[config.mk]
export PLATFORM = sky130hd
export DESIGN_NAME = spi_rx_sample_fifo
export DESIGN_NICKNAME = d
export VERILOG_FILES = /design/src/rtl/spi_rx_sample_fifo.sv
export SDC_FILE = /design/constraint.sdc
export NUM_CORES = 1
export LEC_CHECK = 0
export CAP_MARGIN = 20
export CORE_MARGIN = 3
export CORE_UTILIZATION = 57
export CTS_CLUSTER_SIZE = 12
export DETAILED_ROUTE_END_ITERATION = 8
export PLACE_DENSITY = 0.76
export REMOVE_ABC_BUFFERS = 1
export SLEW_MARGIN = 10
export SYNTH_ARGS = -nofsm -noshare
export SYNTH_HDL_FRONTEND = slang
export SYNTH_SLANG_ARGS = --single-unit
[constraint.sdc]
create_clock -name S_AXI_ACLK -period 6.3 [get_ports S_AXI_ACLK]
set_clock_uncertainty 0.2 [all_clocks]
set_input_delay 0.63 -clock S_AXI_ACLK [delete_from_list [all_inputs] [get_ports S_AXI_ACLK]]
set_output_delay 0.63 -clock S_AXI_ACLK [all_outputs]
set_load 0.03 [all_outputs]
[src/rtl/spi_rx_sample_fifo.sv]
// Purpose: FWFT receive buffer between the SPI master stage and the AXI register/DMA consumer.
// Latency: a word pushed into an empty FIFO appears on m_data/m_valid one cycle after the capture edge.
// Backpressure: the input has none; a word arriving while full with no pop is dropped and counted in overflow/ovf_count.
//
// Ports:
//   S_AXI_ACLK, S_AXI_ARESET    clock and asynchronous active-high reset
//   in_data, in_valid           completed SPI word and its one-cycle strobe
//   clear, ovf_clr              synchronous flush of contents / clear of overflow status
//   m_data, m_valid, m_ready    head-of-FIFO valid/ready stream
//   level, empty, full, wm_irq  registered fill status
//   overflow, ovf_count         sticky drop flag and saturating drop counter
module spi_rx_sample_fifo #(
    parameter int DATA_WIDTH = 16,
    parameter int DEPTH_LOG2 = 4,
    parameter int WATERMARK  = 8
) (
    input  logic                  S_AXI_ACLK,
    input  logic                  S_AXI_ARESET,
    input  logic [DATA_WIDTH-1:0] in_data,
    input  logic                  in_valid,
    input  logic                  clear,
    input  logic                  ovf_clr,
    output logic [DATA_WIDTH-1:0] m_data,
    output logic                  m_valid,
    input  logic                  m_ready,
    output logic [DEPTH_LOG2:0]   level,
    output logic                  empty,
    output logic                  full,
    output logic                  wm_irq,
    output logic                  overflow,
    output logic [7:0]            ovf_count
);

    localparam int DEPTH = 1 << DEPTH_LOG2;
    localparam logic [DEPTH_LOG2:0] LVL_MAX = {1'b1, {DEPTH_LOG2{1'b0}}};
    localparam logic [DEPTH_LOG2:0] LVL_WM  = WATERMARK[DEPTH_LOG2:0];

    logic [DATA_WIDTH-1:0] mem [DEPTH];
    logic [DEPTH_LOG2-1:0] wr_ptr, rd_ptr;
    logic [DEPTH_LOG2-1:0] wr_ptr_n, rd_ptr_n;
    logic [DEPTH_LOG2:0]   level_n;
    logic [DATA_WIDTH-1:0] head_n;
    logic                  push, pop, drop;

    always_comb begin
        // clear outranks everything: nothing is popped, pushed or dropped that cycle.
        pop  = m_valid && m_ready && !clear;
        // A pop frees a slot in the same cycle, so a full FIFO still accepts.
        push = in_valid && !clear && (!full || pop);
        drop = in_valid && !clear && full && !pop;

        wr_ptr_n = wr_ptr;
        rd_ptr_n = rd_ptr;
        level_n  = level;
        if (clear) begin
            wr_ptr_n = '0;
            rd_ptr_n = '0;
            level_n  = '0;
        end else begin
            if (push) wr_ptr_n = wr_ptr + 1'b1;
            if (pop)  rd_ptr_n = rd_ptr + 1'b1;
            if (push && !pop)      level_n = level + 1'b1;
            else if (pop && !push) level_n = level - 1'b1;
        end

        // m_data is registered; when the incoming word becomes the new head it
        // has not reached the array yet, so forward it directly.
        if (push && (wr_ptr == rd_ptr_n)) head_n = in_data;
        else                              head_n = mem[rd_ptr_n];
    end

    always_ff @(posedge S_AXI_ACLK) begin
        if (push) mem[wr_ptr] <= in_data;
    end

    always_ff @(posedge S_AXI_ACLK or posedge S_AXI_ARESET) begin
        if (S_AXI_ARESET) begin
            wr_ptr    <= '0;
            rd_ptr    <= '0;
            level     <= '0;
            empty     <= 1'b1;
            full      <= 1'b0;
            wm_irq    <= 1'b0;
            m_valid   <= 1'b0;
            m_data    <= '0;
            overflow  <= 1'b0;
            ovf_count <= '0;
        end else begin
            wr_ptr  <= wr_ptr_n;
            rd_ptr  <= rd_ptr_n;
            level   <= level_n;
            empty   <= (level_n == '0);
            full    <= (level_n == LVL_MAX);
            wm_irq  <= (level_n >= LVL_WM);
            m_valid <= (level_n != '0);
            m_data  <= head_n;

            // A drop in the same cycle as ovf_clr restarts the count at one.
            if (drop) begin
                overflow <= 1'b1;
                if (ovf_clr)                 ovf_count <= 8'd1;
                else if (ovf_count != 8'hFF) ovf_count <= ovf_count + 8'd1;
            end else if (ovf_clr) begin
                overflow  <= 1'b0;
                ovf_count <= '0;
            end
        end
    end

endmodule

==> flow_metrics.env, run 1 <==
export IMPL_io_pins=56
export IMPL_fmax_mhz=229.8
export IMPL_h_tree_depth=1
export IMPL_initial_core_util_pct=58.64
export IMPL_fin_setup_tns_ps=0
export IMPL_hp_start="overflow"
export IMPL_final_nets=863
export IMPL_layout_setup_ws_ps=1948
export IMPL_drtIter0Drc=944
export IMPL_drc=0
export IMPL_required_ps=6530
export IMPL_grt_pass1_vias=7003
export IMPL_outcome="finished clean"
export IMPL_synth_flop_cell="edfxtp_1"
export IMPL_crit_type="primary input to flop"
export IMPL_cp_start_kind="primary input"
export IMPL_via_count=6960
export IMPL_leakagePower_nw=4.753
export IMPL_final_util_pct=68.00
export IMPL_wl_per_cell_um=23.35
export IMPL_clk_pin_slew_ps=60
export IMPL_ys_types=51
export IMPL_synth_top_area_share_pct=64.17
export IMPL_fillers=1344
export IMPL_placedCellCount=1064
export IMPL_antenna_found_initial=0
export IMPL_synthToLayoutAreaGrowth_pct=15.97
export IMPL_tritoncts="done"
export IMPL_hpwl_um=14720
export IMPL_drt_wl_total_um=26320
export IMPL_rsz0062_at_grt="no"
export IMPL_power_density_mw_per_mm2=339.6
export IMPL_grt_pass1_wl_um=40170
export IMPL_die_height_um=151.0
export IMPL_syn_area_per_cell_um2=15.70
export IMPL_insertion_delay_ps=540
export IMPL_die_width_um=151.0
export IMPL_yosys_register_bits=298
export IMPL_grt_overflow=0
export IMPL_grt_max_degree=66
export IMPL_netlist_area_mm2=0.01198
export IMPL_synthArstFlopShare_pct=14.09
export IMPL_dr_pass1_iters=5
export IMPL_port_buffer_count=55
export IMPL_irDropWorstVdd_uv=258.6
export IMPL_synth_edf_count=256
export IMPL_hold_viol=0
export IMPL_cts_buffers=30
export IMPL_dieArea_mm2=0.02279
export IMPL_p_total_mw=4.718
export IMPL_relSlewSlack_pct=25.49
export IMPL_cts_setup_buffers=0
export IMPL_synth_largest_area_cell="edfxtp_1"
export IMPL_seqCellArea_mm2=0.008740
export IMPL_r2r_start="m_valid"
export IMPL_ys_seq_area_share_pct=72.96
export IMPL_worst_ep_arrival_time_ps=4580
export IMPL_grt_use_total_pct=23.45
export IMPL_period_share_pct=69.08
export IMPL_cts_num_sinks=298
export IMPL_multi_input_area_mm2=0.003022
export IMPL_pre_cts_ws_ps=1461
export IMPL_worstHoldPathCells=2
export IMPL_gp_congestion=0.8408
export IMPL_post_cts_resized=0
export IMPL_synth_cells=763
export IMPL_stdcell_count=1127
export IMPL_end_kind="flop"
export IMPL_holdBufCountCts=0
export IMPL_min_path_type="flop to flop"
export IMPL_slew_violations=0
export IMPL_post_synth_top_count_cell="edfxtp_1"
export IMPL_drv_cap=0
export IMPL_min_to="overflow"
export IMPL_fin_crit_ps=4352
export IMPL_r2r_slack_ps=2490
export IMPL_netlist_top_cells_area="edfxtp_1 (64%), dfrtp_1 (8.6%), mux4_2 (6.4%), nand2_1 (3.8%), nand3_1 (1.5%)"
export IMPL_antenna_left=0
export IMPL_setup_violations=0
export IMPL_yosys_warnings=0
export IMPL_fp_row_count=52
export IMPL_worst_slew_pin_slew_ps=1118
export IMPL_drive_gt1_share_pct=14.12
export IMPL_rr_worst_depth=9
export IMPL_via_per_inst=6.176
export IMPL_core_mm2=0.02043
export IMPL_cp_max_fo=46
export IMPL_clock_path_buffers=3
export IMPL_num_antenna_cells=0
export IMPL_clock_root_buffer="clkbuf_16"
export IMPL_reg2reg_to="m_data[14]"
export IMPL_synth_commonest_cells="edfxtp_1 (256), nand2_1 (120), dfrtp_1 (41)"
==> registers in the layout (all words and copies together) (netlist names) <==
signal and flops:
rd_ptr 4, m_valid 1, full 1, overflow 1, ovf_count 8, level 5
m_data 16, mem 256, empty 1, wm_irq 1, wr_ptr 4
==> where the power goes <==
part | leakage [nW] | switching [mW] | internal [mW]
registers | 2.84 | 0.0520 | 2.22
logic | 1.45 | 0.426 | 0.302
clock network | 0.461 | 0.694 | 1.03
==> per-stage QoR <==
step | instance area, µm² | hold WS [ps]
global placement | 12800 | 309.5
detailed placement | 12840 | 315.7
finish | 13890 | 321.7
CTS | 13790 | 326.6
floorplan | 11810 | 392.8
global route | 13890 | 342.6
==> worst max path at each step <==
| stage | startpoint | endpoint | slack, ps | cells past startpoint |
|---|---|---|---|---|
| 6_report | clear | m_data[14] | 1950 | 10 |
| 2_1_floorplan | m_valid | m_data[14] | 2020 | 7 |
| 3_3_place_gp | clear | m_data[14] | 1520 | 10 |
| 5_1_grt | clear | m_data[14] | 1790 | 10 |
| 3_5_place_dp | clear | m_data[14] | 1460 | 10 |
| 4_1_cts | clear | m_data[14] | 2010 | 10 |
==> placed cells by master (no fill, tap or decap), types with 2 or more instances in the layout <==
master,synthesis,routed
a21oi_1,34,34
a22oi_1,15,15
a31oi_1,17,17
and2_1,12,12
and3_1,7,7
buf_4,2,12
buf_6,1,2
buf_8,0,6
bufinv_16,0,2
clkbuf_1,22,18
clkbuf_16,0,31
clkbuf_8,0,3
clkdlybuf4s50_1,0,55
clkinv_2,0,3
dfrtp_1,41,41
edfxtp_1,256,256
ha_1,8,8
inv_1,12,11
inv_2,2,2
mux2_2,15,15
mux2i_1,4,4
mux2i_4,2,3
mux4_2,34,34
nand2_1,120,120
nand2b_1,2,2
nand3_1,35,35
nand4_1,3,3
nor2_1,22,22
nor2b_1,8,8
nor3_1,3,3
nor4_1,17,17
o2111ai_1,15,15
o21ai_0,5,5
or3_1,2,2
xnor2_1,8,8
xor2_1,7,7
==> kinds of logic (layout without fill, tap and decap cells) <==
group,Yosys count,count (layout),share of synthesized area [%]
AO/OA/AOI/OAI,93,93,5.097
XOR/XNOR,16,16,1.233
adder cells (fa/ha/maj),8,8,0.8356
buffers and inverters,53,147,1.890
flip-flops,298,298,72.96
multiplexers,57,57,8.753
AND/OR/NAND/NOR,238,238,9.233
==> worst max-delay path, cell delays in order <==
cell and delay, ps:
clkdlybuf4s50_1 890, and4bb_1 290, a21oi_4 110, buf_4 490
clkinv_2 410, xnor2_1 260, nand3_1 110, buf_4 240
or3_1 710, mux2_4 410
==> final cells by class <==
| cell class | instances | area share [%] |
|---|---|---|
| Inverter | 15 | 0.4143 |
| Sequential cell | 298 | 62.91 |
| Clock buffer | 52 | 6.368 |
| Timing Repair Buffer | 76 | 5.620 |
| Multi-Input combinational cell | 412 | 21.75 |
| Clock inverter | 4 | 0.5044 |
| Tap cell | 270 | 2.432 |
==> layer usage <==
metal	GRT usage [%]	wire [µm]	vias to the layer above	share of wire [%]
met2	36.95	12580	399	48
met1	33.62	10500	3422	40
met5	0	0	-	0
met3	4.219	2578	55	9.8
li1	-	-	3084	-
met4	8.205	661	0	2.5
(Power assumes the default switching activity.)
==> run 2, diff against run 1 <==
==> constraint.sdc (replaced) <==
create_clock -name S_AXI_ACLK -period 4.15 [get_ports S_AXI_ACLK]
set_clock_uncertainty 0.2 [all_clocks]
set_input_delay 0.415 -clock S_AXI_ACLK [delete_from_list [all_inputs] [get_ports S_AXI_ACLK]]
set_output_delay 0.415 -clock S_AXI_ACLK [all_outputs]
set_load 0.03 [all_outputs]
==> run 2 against run 1 <==
Setup slack got worse by 840 ps. Via count grew 1.4%. Critical endpoint is now mem[2][0]. Routed wire length increased by 2.7%.
==> flow_metrics.env, run 2 (synthesis results as in run 1) <==
export IMPL_reg2reg_to="m_data[14]"
export IMPL_die_width_um=151.0
export IMPL_synthToLayoutAreaGrowth_pct=15.67
export IMPL_clock_root_buffer="clkbuf_16"
export IMPL_tritoncts="done"
export IMPL_drive_gt1_share_pct=15.23
export IMPL_worst_slew_pin_slew_ps=945.1
export IMPL_dr_pass1_iters=5
export IMPL_cp_max_fo=10
export IMPL_num_antenna_cells=0
export IMPL_hpwl_um=16490
export IMPL_power_density_mw_per_mm2=499.0
export IMPL_pre_cts_ws_ps=660.0
export IMPL_crit_path_max_incr_delay_ps=580
export IMPL_core_mm2=0.02043
export IMPL_worst_ep_arrival_time_ps=3070
export IMPL_post_cts_resized=0
export IMPL_via_count=7057
export IMPL_h_tree_depth=1
export IMPL_cts_buffers=29
export IMPL_switching_share_pct=25.19
export IMPL_initial_core_util_pct=58.64
export IMPL_antenna_left=0
export IMPL_holdBufCountCts=0
export IMPL_fin_crit_ps=3039
export IMPL_io_pins=56
export IMPL_clk_pin_slew_ps=60
export IMPL_relSlewSlack_pct=36.90
export IMPL_drc=0
export IMPL_irDropWorstVdd_uv=401.8
export IMPL_gp_congestion=0.8388
export IMPL_drt_wl_total_um=27030
export IMPL_seq_power_share_pct=49.9
export IMPL_top_register="mem"
export IMPL_critPathLaunch="m_ready"
export IMPL_hold_viol=0
export IMPL_wl_per_cell_um=23.65
export IMPL_final_common_cell="edfxtp_1"
export IMPL_grt_pass1_vias=7125
export IMPL_via_per_inst=6.174
export IMPL_largest_reg_flops=256
export IMPL_place_area_mm2=0.01302
export IMPL_dieArea_mm2=0.02279
export IMPL_slew_violations=0
export IMPL_insertion_delay_ps=530
export IMPL_fmax_mhz=329.1
export IMPL_crit_type="primary input to flop"
export IMPL_cts_num_sinks=298
export IMPL_die_height_um=151.0
export IMPL_required_ps=4180
export IMPL_leakagePower_nw=4.775
export IMPL_r2r_slack_ps=1130
export IMPL_cts_setup_buffers=0
export IMPL_end_kind="flop"
export IMPL_rsz0062_at_grt="no"
export IMPL_switching_power_mw=1.742
export IMPL_rr_worst_depth=7
export IMPL_outcome="finished clean"
export IMPL_final_nets=881
export IMPL_layout_common_cells="edfxtp_1 (256), nand2_1 (120), clkdlybuf4s50_1 (55)"
export IMPL_crit_top_cell="nor2b_1"
export IMPL_clock_path_buffers=3
export IMPL_grt_use_total_pct=24.09
export IMPL_intPower_mw=5.173
export IMPL_fp_row_count=52
export IMPL_critPathCapture="mem[2][0]"
export IMPL_min_path_type="primary input to asynchronous set/reset pin"
export IMPL_drv_cap=0
export IMPL_final_util_pct=67.82
export IMPL_fillers=1380
export IMPL_cp_cell_sequence="clkdlybuf4s50_1 > nand2_2 > a21oi_1 > nor2b_1 > nor2b_1 > and2_1 > buf_4"
export IMPL_r2r_start="rd_ptr[0]"
export IMPL_largestRegisters="mem: 256 flops, m_data: 16 flops, ovf_count: 8 flops"
export IMPL_pwr_share_clk_pct=33.8
export IMPL_port_buffer_count=55
export IMPL_grt_pass1_wl_um=41140
export IMPL_period_share_pct=73.23
export IMPL_cp_slowest_cell="clkdlybuf4s50_1"
export IMPL_design_area_mm2=0.01386
export IMPL_antenna_found_initial=0
export IMPL_grt_overflow=0
export IMPL_drtIter0Drc=823
export IMPL_grt_max_degree=81
export IMPL_layout_setup_ws_ps=1111
export IMPL_combPwrFrac_pct=16.3
export IMPL_cp_start_kind="primary input"
export IMPL_setup_violations=0
==> run 2: changes by cell type in the layout (fill, tap and decap cells not counted), sizes merged <==
cell | previous run | this run
buf | 21 | 40
bufinv | 2 | 0
clkinv | 4 | 3
==> run 2: worst min path at each step <==
| stage | startpoint | endpoint | depth (start not counted) |
|---|---|---|---|
| after floorplan | ovf_clr | ovf_count[1] | 1 |
| after global placement | overflow | overflow | 2 |
| after detailed placement | overflow | overflow | 2 |
| after CTS | S_AXI_ARESET | overflow | 2 |
| after global routing | S_AXI_ARESET | ovf_count[0] | 2 |
| final | S_AXI_ARESET | overflow | 2 |
==> run 2: cell type report <==
| cell class | count | area, µm² | area share (%) |
|---|---|---|---|
| clock buffers | 52 | 832.0 | 6.005 |
| well taps | 270 | 337.8 | 2.438 |
| flip-flops and latches | 298 | 8740 | 63.08 |
| clock inverters | 1 | 3.754 | 0.02709 |
| inverters | 15 | 57.56 | 0.4154 |
| multi-input cells | 412 | 3022 | 21.81 |
| repair buffers | 95 | 863.3 | 6.231 |
==> run 2: metal layers <==
layer	wire length, µm	part of all wire, %	vias up	GRT usage (%)
li1	-	-	3102	-
met1	10730	40	3499	34.57
met2	12720	47	398	37.80
met3	2694	10	58	4.578
met4	885	3.3	0	8.296
met5	0	0	-	0
==> run 2: power by group through the flow <==
stage | Clock, mW | Combinational, mW | Sequential (mW)
3_5_place_dp | 0 | 1.13 | 3.51
2_1_floorplan | 0 | 0.557 | 3.63
3_3_place_gp | 0 | 1.09 | 3.50
5_1_grt | 2.50 | 1.21 | 3.45
6_report | 2.34 | 1.13 | 3.45
4_1_cts | 2.37 | 1.13 | 3.45
==> run 2: worst max-delay path: cells and delay by family <==
family	cells	cell delay (ps)
buffers and inverters	2	890
AOI/OAI and AO/OA	1	490
and+or+nand+nor	4	1260
==> run 2: through the flow <==
step	instances	total power [mW]	setup TNS (ps)	hold slack (ps)
after floorplan	725	4.186	-134.0	278.1
after global placement	1090	4.598	0	309.2
after detailed placement	1090	4.633	0	320.9
after CTS	1143	6.951	0	242.3
after global routing	1143	7.168	0	284.1
final	1143	6.914	0	229.0
